<file path="src/rtl/cpu_mem_arbiter_pkg.sv">
// Shared definitions for the CPU/programmer RAM arbiter: state encodings and
// the arbiter state type used by the debug display.
package cpu_mem_arbiter_pkg;

  localparam logic [1:0] ST_CPU   = 2'd0;
  localparam logic [1:0] ST_DRAIN = 2'd1;
  localparam logic [1:0] ST_PROG  = 2'd2;
  localparam logic [1:0] ST_COOL  = 2'd3;

  typedef enum logic [1:0] {
    ARB_CPU   = 2'd0,
    ARB_DRAIN = 2'd1,
    ARB_PROG  = 2'd2,
    ARB_COOL  = 2'd3
  } arb_state_t;

  // Counter width able to hold max_val; never narrower than one bit.
  function automatic int cnt_width(input int max_val);
    return (max_val < 1) ? 1 : $clog2(max_val + 1);
  endfunction

endpackage

</file>
<file path="src/rtl/cpu_mem_arbiter.sv">
// Arbitrates the single-port CPU RAM between the SAP-1 core and the programmer port:
// stall the CPU at a boundary, grant a bounded burst, then force a CPU-owned cool-down.
module cpu_mem_arbiter
  import cpu_mem_arbiter_pkg::*;
#(
  parameter int ADDR_W      = 4,
  parameter int DATA_W      = 8,
  parameter int MAX_BURST   = 8,
  parameter int COOL_CYCLES = 2
) (
  input  logic              clk,
  input  logic              rst,
  input  logic              cpu_we_i,
  input  logic [ADDR_W-1:0] cpu_addr_i,
  input  logic [DATA_W-1:0] cpu_data_i,
  input  logic              cpu_idle_i,
  output logic              cpu_stall_o,
  input  logic              prog_req_i,
  output logic              prog_gnt_o,
  input  logic              prog_valid_i,
  input  logic              prog_we_i,
  input  logic [ADDR_W-1:0] prog_addr_i,
  input  logic [DATA_W-1:0] prog_data_i,
  output logic [DATA_W-1:0] prog_rdata_o,
  output logic              prog_rvalid_o,
  output logic              mem_we_o,
  output logic [ADDR_W-1:0] mem_addr_o,
  output logic [DATA_W-1:0] mem_data_o,
  input  logic [DATA_W-1:0] mem_data_i
);

  localparam int BURST_W = cnt_width(MAX_BURST);
  localparam int COOL_W  = cnt_width(COOL_CYCLES);
  localparam logic [BURST_W-1:0] BURST_LAST = BURST_W'(MAX_BURST - 1);
  localparam logic [COOL_W-1:0]  COOL_LAST  = COOL_W'(COOL_CYCLES - 1);
  localparam bit LIMITED = (MAX_BURST != 0);

  logic [1:0]         state_q;
  logic [1:0]         state_d;
  logic [BURST_W-1:0] burst_cnt;
  logic [COOL_W-1:0]  cool_cnt;
  logic               prog_vld_p1;
  logic               accept;
  logic               last_acc;

  assign accept   = (state_q == ST_PROG) && prog_valid_i;
  assign last_acc = LIMITED && accept && (burst_cnt == BURST_LAST);

  // Dropping the request always wins over idle, so a programmer that gives up
  // mid-drain never gets a stray grant.
  always_comb begin
    state_d = state_q;
    case (state_q)
      ST_CPU:   if (prog_req_i) state_d = ST_DRAIN;
      ST_DRAIN: begin
        if (!prog_req_i)     state_d = ST_CPU;
        else if (cpu_idle_i) state_d = ST_PROG;
      end
      ST_PROG:  if (!prog_req_i || last_acc) state_d = ST_COOL;
      default:  if (cool_cnt == COOL_LAST) state_d = ST_CPU;
    endcase
  end

  always_ff @(posedge clk) begin
    if (rst) begin
      state_q     <= ST_CPU;
      burst_cnt   <= '0;
      cool_cnt    <= '0;
      prog_vld_p1 <= 1'b0;
    end else begin
      state_q <= state_d;
      if (state_q != ST_PROG && state_d == ST_PROG)
        burst_cnt <= '0;
      else if (accept && (LIMITED || burst_cnt != '1))
        burst_cnt <= burst_cnt + BURST_W'(1);
      if (state_q != ST_COOL && state_d == ST_COOL)
        cool_cnt <= '0;
      else if (state_q == ST_COOL)
        cool_cnt <= cool_cnt + COOL_W'(1);
      // p0 -> p1: read accepted this cycle, RAM data lands next cycle
      prog_vld_p1 <= accept && !prog_we_i;
    end
  end

  assign cpu_stall_o   = (state_q == ST_DRAIN) || (state_q == ST_PROG);
  assign prog_gnt_o    = (state_q == ST_PROG);
  assign prog_rvalid_o = prog_vld_p1;
  assign prog_rdata_o  = mem_data_i;

  always_comb begin
    if (state_q == ST_PROG) begin
      mem_we_o   = prog_valid_i && prog_we_i;
      mem_addr_o = prog_addr_i;
      mem_data_o = prog_data_i;
    end else begin
      mem_we_o   = cpu_we_i;
      mem_addr_o = cpu_addr_i;
      mem_data_o = cpu_data_i;
    end
  end

endmodule

</file>
<file path="config.mk">
export PLATFORM = sky130hd
export DESIGN_NAME = cpu_mem_arbiter
export DESIGN_NICKNAME = d
export VERILOG_FILES = /design/src/rtl/cpu_mem_arbiter_pkg.sv /design/src/rtl/cpu_mem_arbiter.sv
export SDC_FILE = /design/constraint.sdc
export NUM_CORES = 1
export LEC_CHECK = 0
export ABC_AREA = 1
export CAP_MARGIN = 25
export CORE_UTILIZATION = 35
export DETAILED_ROUTE_END_ITERATION = 10
export HOLD_SLACK_MARGIN = 0.15
export PLACE_DENSITY_LB_ADDON = 0.3
export SYNTH_ARGS = -nofsm -noshare
export SYNTH_HDL_FRONTEND = slang
export SYNTH_SLANG_ARGS = --single-unit
</file>
<file path="constraint.sdc">
create_clock -name clk -period 5.15 [get_ports clk]
set_input_delay 1.03 -clock clk [delete_from_list [all_inputs] [get_ports clk]]
set_output_delay 1.03 -clock clk [all_outputs]
set_load 0.01 [all_outputs]
</file>
### Word-level counts from Yosys, hierarchy flattened

Cells that the tools add are included.

* reduce and logical (&&, ||, !) cells: 13
* equal/unequal tests: 9
* multiplexer cells: 9
* add/subtract/negate cells: 2

Operators with widths (number)
* 2-bit 2-to-1 mux: 5
* 2-bit equality test (second input constant): 4
* 8-bit 2-to-1 mux: 1
* 1-bit logical AND: 6
* 2-bit case mux with 3 select lines: 1
* 4-bit by 1-bit adder with 4-bit output (second input constant): 1
* 2-bit by 1-bit equality test with 1-bit output (second input constant): 2
* 4-bit by 3-bit equality test with 1-bit output (second input constant): 1
* 4-bit 2-to-1 mux: 1
* 2-bit != test (second input constant): 2
* 2-bit OR reduction: 2
* 2-bit by 1-bit adder with 2-bit output (second input constant): 1
* 1-bit zero test: 2
* 2-bit zero test: 1
* 1-bit logical OR: 2
* 1-bit 2-to-1 mux: 1

* output and inout bits: 24
* logic and storage cells: 37
* register bits after elaboration: 9
* input bits: 39

### Depth between registers and ports, before layout

Gate-level depths: netlist (run 1).

* depth after elaboration: 9
* depth in mapped cells: 12
* depth with buffers taken out: 11

### Worst setup path after synthesis (run 1)

No wires, ideal clock.

* path kind: reg-to-output
* from: register state_q[0]
* to: output mem_addr_o[0]
* buffers on the path: 2
* arrival: 1434 ps
* cell stages (with the launch flop): 8
* data required time: 4120 ps
* setup slack: 2686 ps
* cells stage by stage: dfxtp_1 -> inv_1 -> ha_1 -> buf_6 -> inv_1 -> clkbuf_1 -> nand2_1 -> nand2_1

* longest elaborated chain between the ends: 2

RTL lines
* start, declared: RTL line cpu_mem_arbiter.sv:38 `logic [1:0] state_q;`
* start signal, assigned: RTL line cpu_mem_arbiter.sv:71 `state_q <= state_d;`
* 2-bit equality test
* named net prog_gnt_o: RTL line cpu_mem_arbiter.sv:19 `output logic prog_gnt_o,`
* 4-bit 2-to-1 mux: RTL line cpu_mem_arbiter.sv:91 `if (state_q == ST_PROG) begin`
* end, declared: RTL line cpu_mem_arbiter.sv:27 `output logic [ADDR_W-1:0] mem_addr_o,`

The timed path passes the listed nets, and every way through them passes these cells.

### Worst setup path in the final report (run 1)

* from: register state_q[0]
* to: output mem_addr_o[0]

* longest elaborated chain between the ends: 2

RTL lines (RTL line)
* 2-bit equality test: cpu_mem_arbiter.sv:91
* 4-bit 2-to-1 mux: cpu_mem_arbiter.sv:91

Every way passes these cells.

==> results of run 1 <==
-- sequential cells by signal, summed over array words and instances, names as in the netlist --
name,cells
burst_cnt,4
cool_cnt,2
state_q,2
prog_rvalid_o,1
-- final cells by class --
cell class / instances / area (um^2) / area share [%]
Inverter: 9 / 33.8 / 2.77
Timing Repair Buffer: 46 / 460 / 37.7
Clock buffer: 4 / 26.3 / 2.15
Sequential cell: 9 / 180 / 14.8
Tap cell: 27 / 33.8 / 2.77
Multi-Input combinational cell: 90 / 487 / 39.9
-- cells in the mapped netlist --
cell type / number
a21oi_1: 4
buf_4: 8
buf_6: 1
clkbuf_1: 2
dfxtp_1: 9
ha_1: 8
inv_1: 9
mux2_2: 1
nand2_1: 50
nand2_2: 2
nand3_1: 2
nand3_4: 1
nand3b_1: 1
nor2_1: 9
nor3_1: 2
o211ai_1: 1
o21a_1: 1
o21ai_0: 2
o21ai_2: 1
o21bai_1: 1
xnor2_1: 1
xor2_1: 3
-- worst max-delay path, delay by kind of cell (launching register included) --
kind / cells / cell delay [ns]
buf+inv: 3 / 1.03
fa+ha+maj: 1 / 0.64
flops: 1 / 0.37
simple gates: 2 / 0.22
-- where the power goes --
part | switching (mW) | internal [mW]
Sequential | 0.00705 | 0.0749
Combinational | 0.0665 | 0.0759
Clock | 0.0226 | 0.0297
Total | 0.0961 | 0.181
-- metal layers --
layer	vias up	GRT usage [%]	wire length (um)
li1	440	-	-
met1	365	19.1	807
met2	25	33.8	1120
met3	2	2.18	106
met4	0	6.37	14
met5	-	0	0
-- cells by family (layout without fill, tap and decap cells) --
group                    count (synthesis)  after routing
buffers and inverters                   20             59
XOR/XNOR                                 4              4
multiplexers                             1              1
adder cells (fa/ha/maj)                  8              8
AND/OR/NAND/NOR                         67             67
AO/OA/AOI/OAI                           10             10
flip-flops                               9              9
-- through the flow --
| stage | instance area, um^2 | std cells | hold WS, ns | util [%] |
|---|---|---|---|---|
| floorplan | 779 | 119 | 0.479 | - |
| global placement | 1190 | 181 | 0.494 | 59.1 |
| detailed placement | 1190 | 181 | 0.505 | 59.1 |
| CTS | 1220 | 185 | 0.518 | 60.4 |
| global route | 1220 | 185 | 0.568 | 60.4 |
| finish | 1220 | 185 | 0.519 | 60.4 |
-- how the worst min path moves through the flow --
stage | start | endpoint | slack (ns) | depth (start not counted)
after floorplan | cool_cnt[1] | cool_cnt[1] | 0.48 | 2
after global placement | cool_cnt[1] | cool_cnt[1] | 0.49 | 2
after detailed placement | cool_cnt[1] | cool_cnt[1] | 0.50 | 2
after CTS | cool_cnt[1] | cool_cnt[1] | 0.52 | 2
after global routing | cool_cnt[1] | cool_cnt[1] | 0.57 | 2
final | cool_cnt[1] | cool_cnt[1] | 0.52 | 2
==> summary.txt, run 1 <==
Synthesis
  • Synthesized flop and latch total: 9
  • Post-synth net total: 166
  • Synth Instances: 119
  • Syn. warnings: 0
  • Avg Cell Area, Syn: 6.55 um^2
  • Synth area leader: nand2_1
  • Synth Area in Simple Gates: 35.8%
  • Mux contribution to synthesized area: 1.44%
  • Mapped Area: 779 um^2
  • Unique cell type count in the Yosys netlist: 22
  • Largest family of logic cells by synthesized area: simple AND/OR/NAND/NOR gates
  • Compound-Gate Fraction of Synth Area: 7.87%
  • Post-synthesis sequential area ratio: 23.1%
  • Synth top area share: 24.1%
  • Xor/xnor share of the synthesized area: 4.49%
  • Adder-cell share of the synthesized area: 12.8%
  • Ranking of synthesized cells by area: nand2_1, dfxtp_1, ha_1

Setup path
  • FF-to-FF setup slack: 3.15 ns
  • FF-to-FF End: burst_cnt[3]
  • CP endpoint kind: output port
  • Worst path slowest cell: ha_1
  • Capture point of the worst path: mem_addr_o[0]
  • Worst endpoint required time: 4.12 ns
  • Worst-path maximum fanout: 19
  • Critical path arrival: 2.51 ns
  • Critical R2R Launch: state_q[0]
  • Crit-path cells: inv_1, ha_1, inv_1, nand2_1, nand2_1, clkdlybuf4s50_1
  • Worst setup startpoint: state_q[0]
  • R2R cell count: 6
  • CP peak stage delay: 0.64 ns
  • CP Class: reg -> out
  • Crit path launch type: register

Drt
  • Post-route ant nets: 0
  • Post-Route WL: 2.05 mm
  • First-pass DRT Iterations: 4
  • Residual DRC count: 0
  • Via count: 832
  • Post-DR vias/cell: 4.50
  • Average wire per standard cell: 11.1 um
  • DRT iter0 DRCs: 12

Clock tree
  • CTS Hold Buffers Added: 0
  • # clock sinks: 9
  • Clk root buf: clkbuf_4
  • CTS tree: yes
  • Clock Latency Late Sink: 0.26 ns
  • Post-CTS sizing: 0
  • Clock transition at path regs: 0.06 ns
  • Cts bufs inserted: 3
  • Total setup buffers inserted after CTS: 0
  • Clock tree buffer depth: 2
  • H-Tree Level Count: 1

Timing
  • Hold Fails Final Rpt: 0
  • Slew margin rel.: 52.6%
  • Final worst path period need: 3.54 ns
  • Highest Clock Rate: 282 MHz
  • Final cycle utilization of the critical path: 68.8%
  • Worst slew pin tran: 0.711 ns
  • Slew Viols, Final: 0
  • PnR worst setup slack: 1.61 ns
  • Aggregate negative setup slack: 0 ns
  • Worst Skew: 0.00166 ns
  • RSZ-0062 raised after global routing: no
  • Setup violators final: 0

Floorplanning
  • Initial Util: 38.6%
  • Die ar.: 2420 um^2
  • Die X: 49.2 um
  • # IOs: 63
  • Area of the core: 2020 um^2
  • Die Ht: 49.2 um
  • Rows: 16

Global route
  • Total global routing overflow: 0
  • Global-route usage over all layers: 17.5%
  • Initial antenna violation count: 0
  • Vias in the first global route: 758
  • Largest net degree at the start of global routing: 20
  • First-pass GRT wire length: 3.35 mm

Place
  • Final HPWL DP: 1.63 mm
  • Placement-stage worst setup slack: 1.81 ns
  • Routability Congestion: 0.722
  • IO Port Bufs: 46

Pwr
  • Total Power: 0.277 mW
  • PwrDens: 227 nW/um^2
  • Max rail drop VDD: 0.154 mV
  • Leak Pwr: 0.540 nW

Job
  • Maxcap violations: 0

Finish
  • Nets@finish: 206
  • N_diodes: 0
  • Synthesis-to-finish area growth: 56.7%
  • Layout cell share with drive strength beyond 1: 5.06%
  • Fill cells: 196
  • Commonest non-fill, non-tap cell in the layout: nand2_1
  • Most frequent cells in the layout: nand2_1, clkdlybuf4s50_1, inv_1, nor2_1, dfxtp_1

Hold path
  • Hold Path Class: reg -> reg

Outcome
  • Outcome: complete, no violations
(Power assumes the default switching activity.)
==> run 2: changes to the inputs <==
Settings changed: CORE_UTILIZATION 35 to 32.
Clock period 5.15 ns to 3.4 ns, I/O delays scaled along.
==> summary.txt, run 2 (synthesized netlist as in run 1, its figures left out) <==
Drt
  • First-pass DRT Iterations: 3
  • Via count: 824
  • DRT iter0 DRCs: 14
  • Post-route ant nets: 0
  • Average wire per standard cell: 10.2 um
  • Post-Route WL: 1.91 mm
  • Post-DR vias/cell: 4.41
  • Residual DRC count: 0

Setup path
  • Crit-path cells: inv_1, ha_1, inv_1, nand2_1, nand2_1, clkdlybuf4s50_1
  • CP Class: reg -> out
  • CP endpoint kind: output port
  • CP peak stage delay: 0.53 ns
  • Critical path arrival: 2.07 ns
  • Worst endpoint required time: 2.72 ns
  • Worst-path maximum fanout: 13
  • Worst path slowest cell: clkdlybuf4s50_1
  • Crit path launch type: register
  • R2R cell count: 7

Clock tree
  • Clock Latency Late Sink: 0.26 ns
  • Cts bufs inserted: 3
  • Clock transition at path regs: 0.06 ns
  • H-Tree Level Count: 1
  • Clk root buf: clkbuf_4
  • Total setup buffers inserted after CTS: 0
  • Post-CTS sizing: 0
  • CTS Hold Buffers Added: 0
  • Clock tree buffer depth: 2
  • CTS tree: yes
  • # clock sinks: 9

Floorplanning
  • Die Ht: 51.4 um
  • Initial Util: 34.6%
  • Area of the core: 2250 um^2
  • Die X: 51.4 um
  • Rows: 17
  • Die ar.: 2640 um^2
  • # IOs: 63

Timing
  • Final worst path period need: 2.75 ns
  • Aggregate negative setup slack: 0 ns
  • Worst slew pin tran: 0.369 ns
  • Worst Skew: 0.00958 ns
  • Slew margin rel.: 75.4%
  • PnR worst setup slack: 0.647 ns
  • Highest Clock Rate: 363 MHz
  • Final cycle utilization of the critical path: 81.0%
  • RSZ-0062 raised after global routing: no
  • Slew Viols, Final: 0
  • Setup violators final: 0
  • Hold Fails Final Rpt: 0

Pwr
  • Combinational share of power: 51.5%
  • Clk pwr share: 19.0%
  • NetSw: 0.145 mW
  • Sequential group share of total power: 29.5%
  • Max rail drop VDD: 0.320 mV
  • Switching share of power: 34.6%
  • Leak Pwr: 0.545 nW
  • Cell internal pwr: 0.275 mW
  • PwrDens: 341 nW/um^2

Finish
  • Fill cells: 223
  • N_diodes: 0
  • Top flop regs: burst_cnt (4), cool_cnt (2), state_q (2)
  • Reg area: 180 um^2
  • Area of the multi-input gates: 487 um^2
  • Most frequent cells in the layout: nand2_1, clkdlybuf4s50_1, inv_1, nor2_1, dfxtp_1
  • Nets@finish: 207
  • Layout cell share with drive strength beyond 1: 5.66%
  • Max reg flops: 4
  • Commonest non-fill, non-tap cell in the layout: nand2_1
  • Synthesis-to-finish area growth: 57.8%
  • Most flop-heavy register: burst_cnt

Outcome
  • Outcome: complete, no violations

Global route
  • Initial antenna violation count: 0
  • Largest net degree at the start of global routing: 19
  • Global-route usage over all layers: 14.6%
  • Vias in the first global route: 721
  • First-pass GRT wire length: 3.01 mm
  • Total global routing overflow: 0

Place
  • Placement-stage worst setup slack: 0.788 ns
  • Routability Congestion: 0.719
  • Final HPWL DP: 1.56 mm
  • IO Port Bufs: 46

Hold path
  • Hold Path Class: reg -> reg
  • Worst hold path cell count: 2

Job
  • Maxcap violations: 0
run 2: cell types whose count changed in the layout (fill, tap and decap cells not counted), sizes merged:
cell / before / now
buf: 0 / 1
run 2: worst max-delay path: cells and delay by family, from the launching register on:
kind,cells,cell delay [ns]
fa+ha+maj,1,0.23
buf+inv,3,0.96
flops,1,0.43
simple gates,2,0.18
run 2: worst paths after layout:
kind,from,end,slack (ns)
max,state_q[0],mem_data_o[2],0.65
min,cool_cnt[1],cool_cnt[1],0.52
max reg2reg,state_q[0],burst_cnt[1],1.68
min reg2reg,cool_cnt[1],cool_cnt[1],0.52
run 2: metrics by stage:
stage / power (mW) / cell area, um^2 / cells / utilization, % / hold WS [ns]
final: 0.420 / 1230 / 187 / 54.6 / 0.517
after detailed placement: 0.344 / 1200 / 183 / 53.4 / 0.509
after floorplan: 0.246 / 779 / 119 / - / 0.479
after CTS: 0.422 / 1230 / 187 / 54.6 / 0.523
after global routing: 0.450 / 1230 / 187 / 54.6 / 0.575
after global placement: 0.339 / 1200 / 183 / 53.4 / 0.496
run 2: layout make-up:
| class | instances | area share, % |
|---|---|---|
| clock buffers | 4 | 2.14 |
| flip-flops and latches | 9 | 14.6 |
| multi-input cells | 90 | 39.6 |
| well taps | 28 | 2.85 |
| inverters | 9 | 2.75 |
| repair buffers | 47 | 38.0 |
run 2: power by group through the flow:
stage / logic, mW / clock network, mW / registers (mW)
2_1_floorplan: 0.122 / 0 / 0.124
3_3_place_gp: 0.214 / 0 / 0.126
3_5_place_dp: 0.217 / 0 / 0.126
4_1_cts: 0.218 / 0.0794 / 0.124
5_1_grt: 0.238 / 0.0862 / 0.126
6_report: 0.216 / 0.0798 / 0.124
run 2: metal layers:
layer / global-route usage (%) / wire (um)
met2: 25.0 / 870
met3: 3.57 / 152
met1: 18.1 / 877
met5: 0 / 0
met4: 3.60 / 12
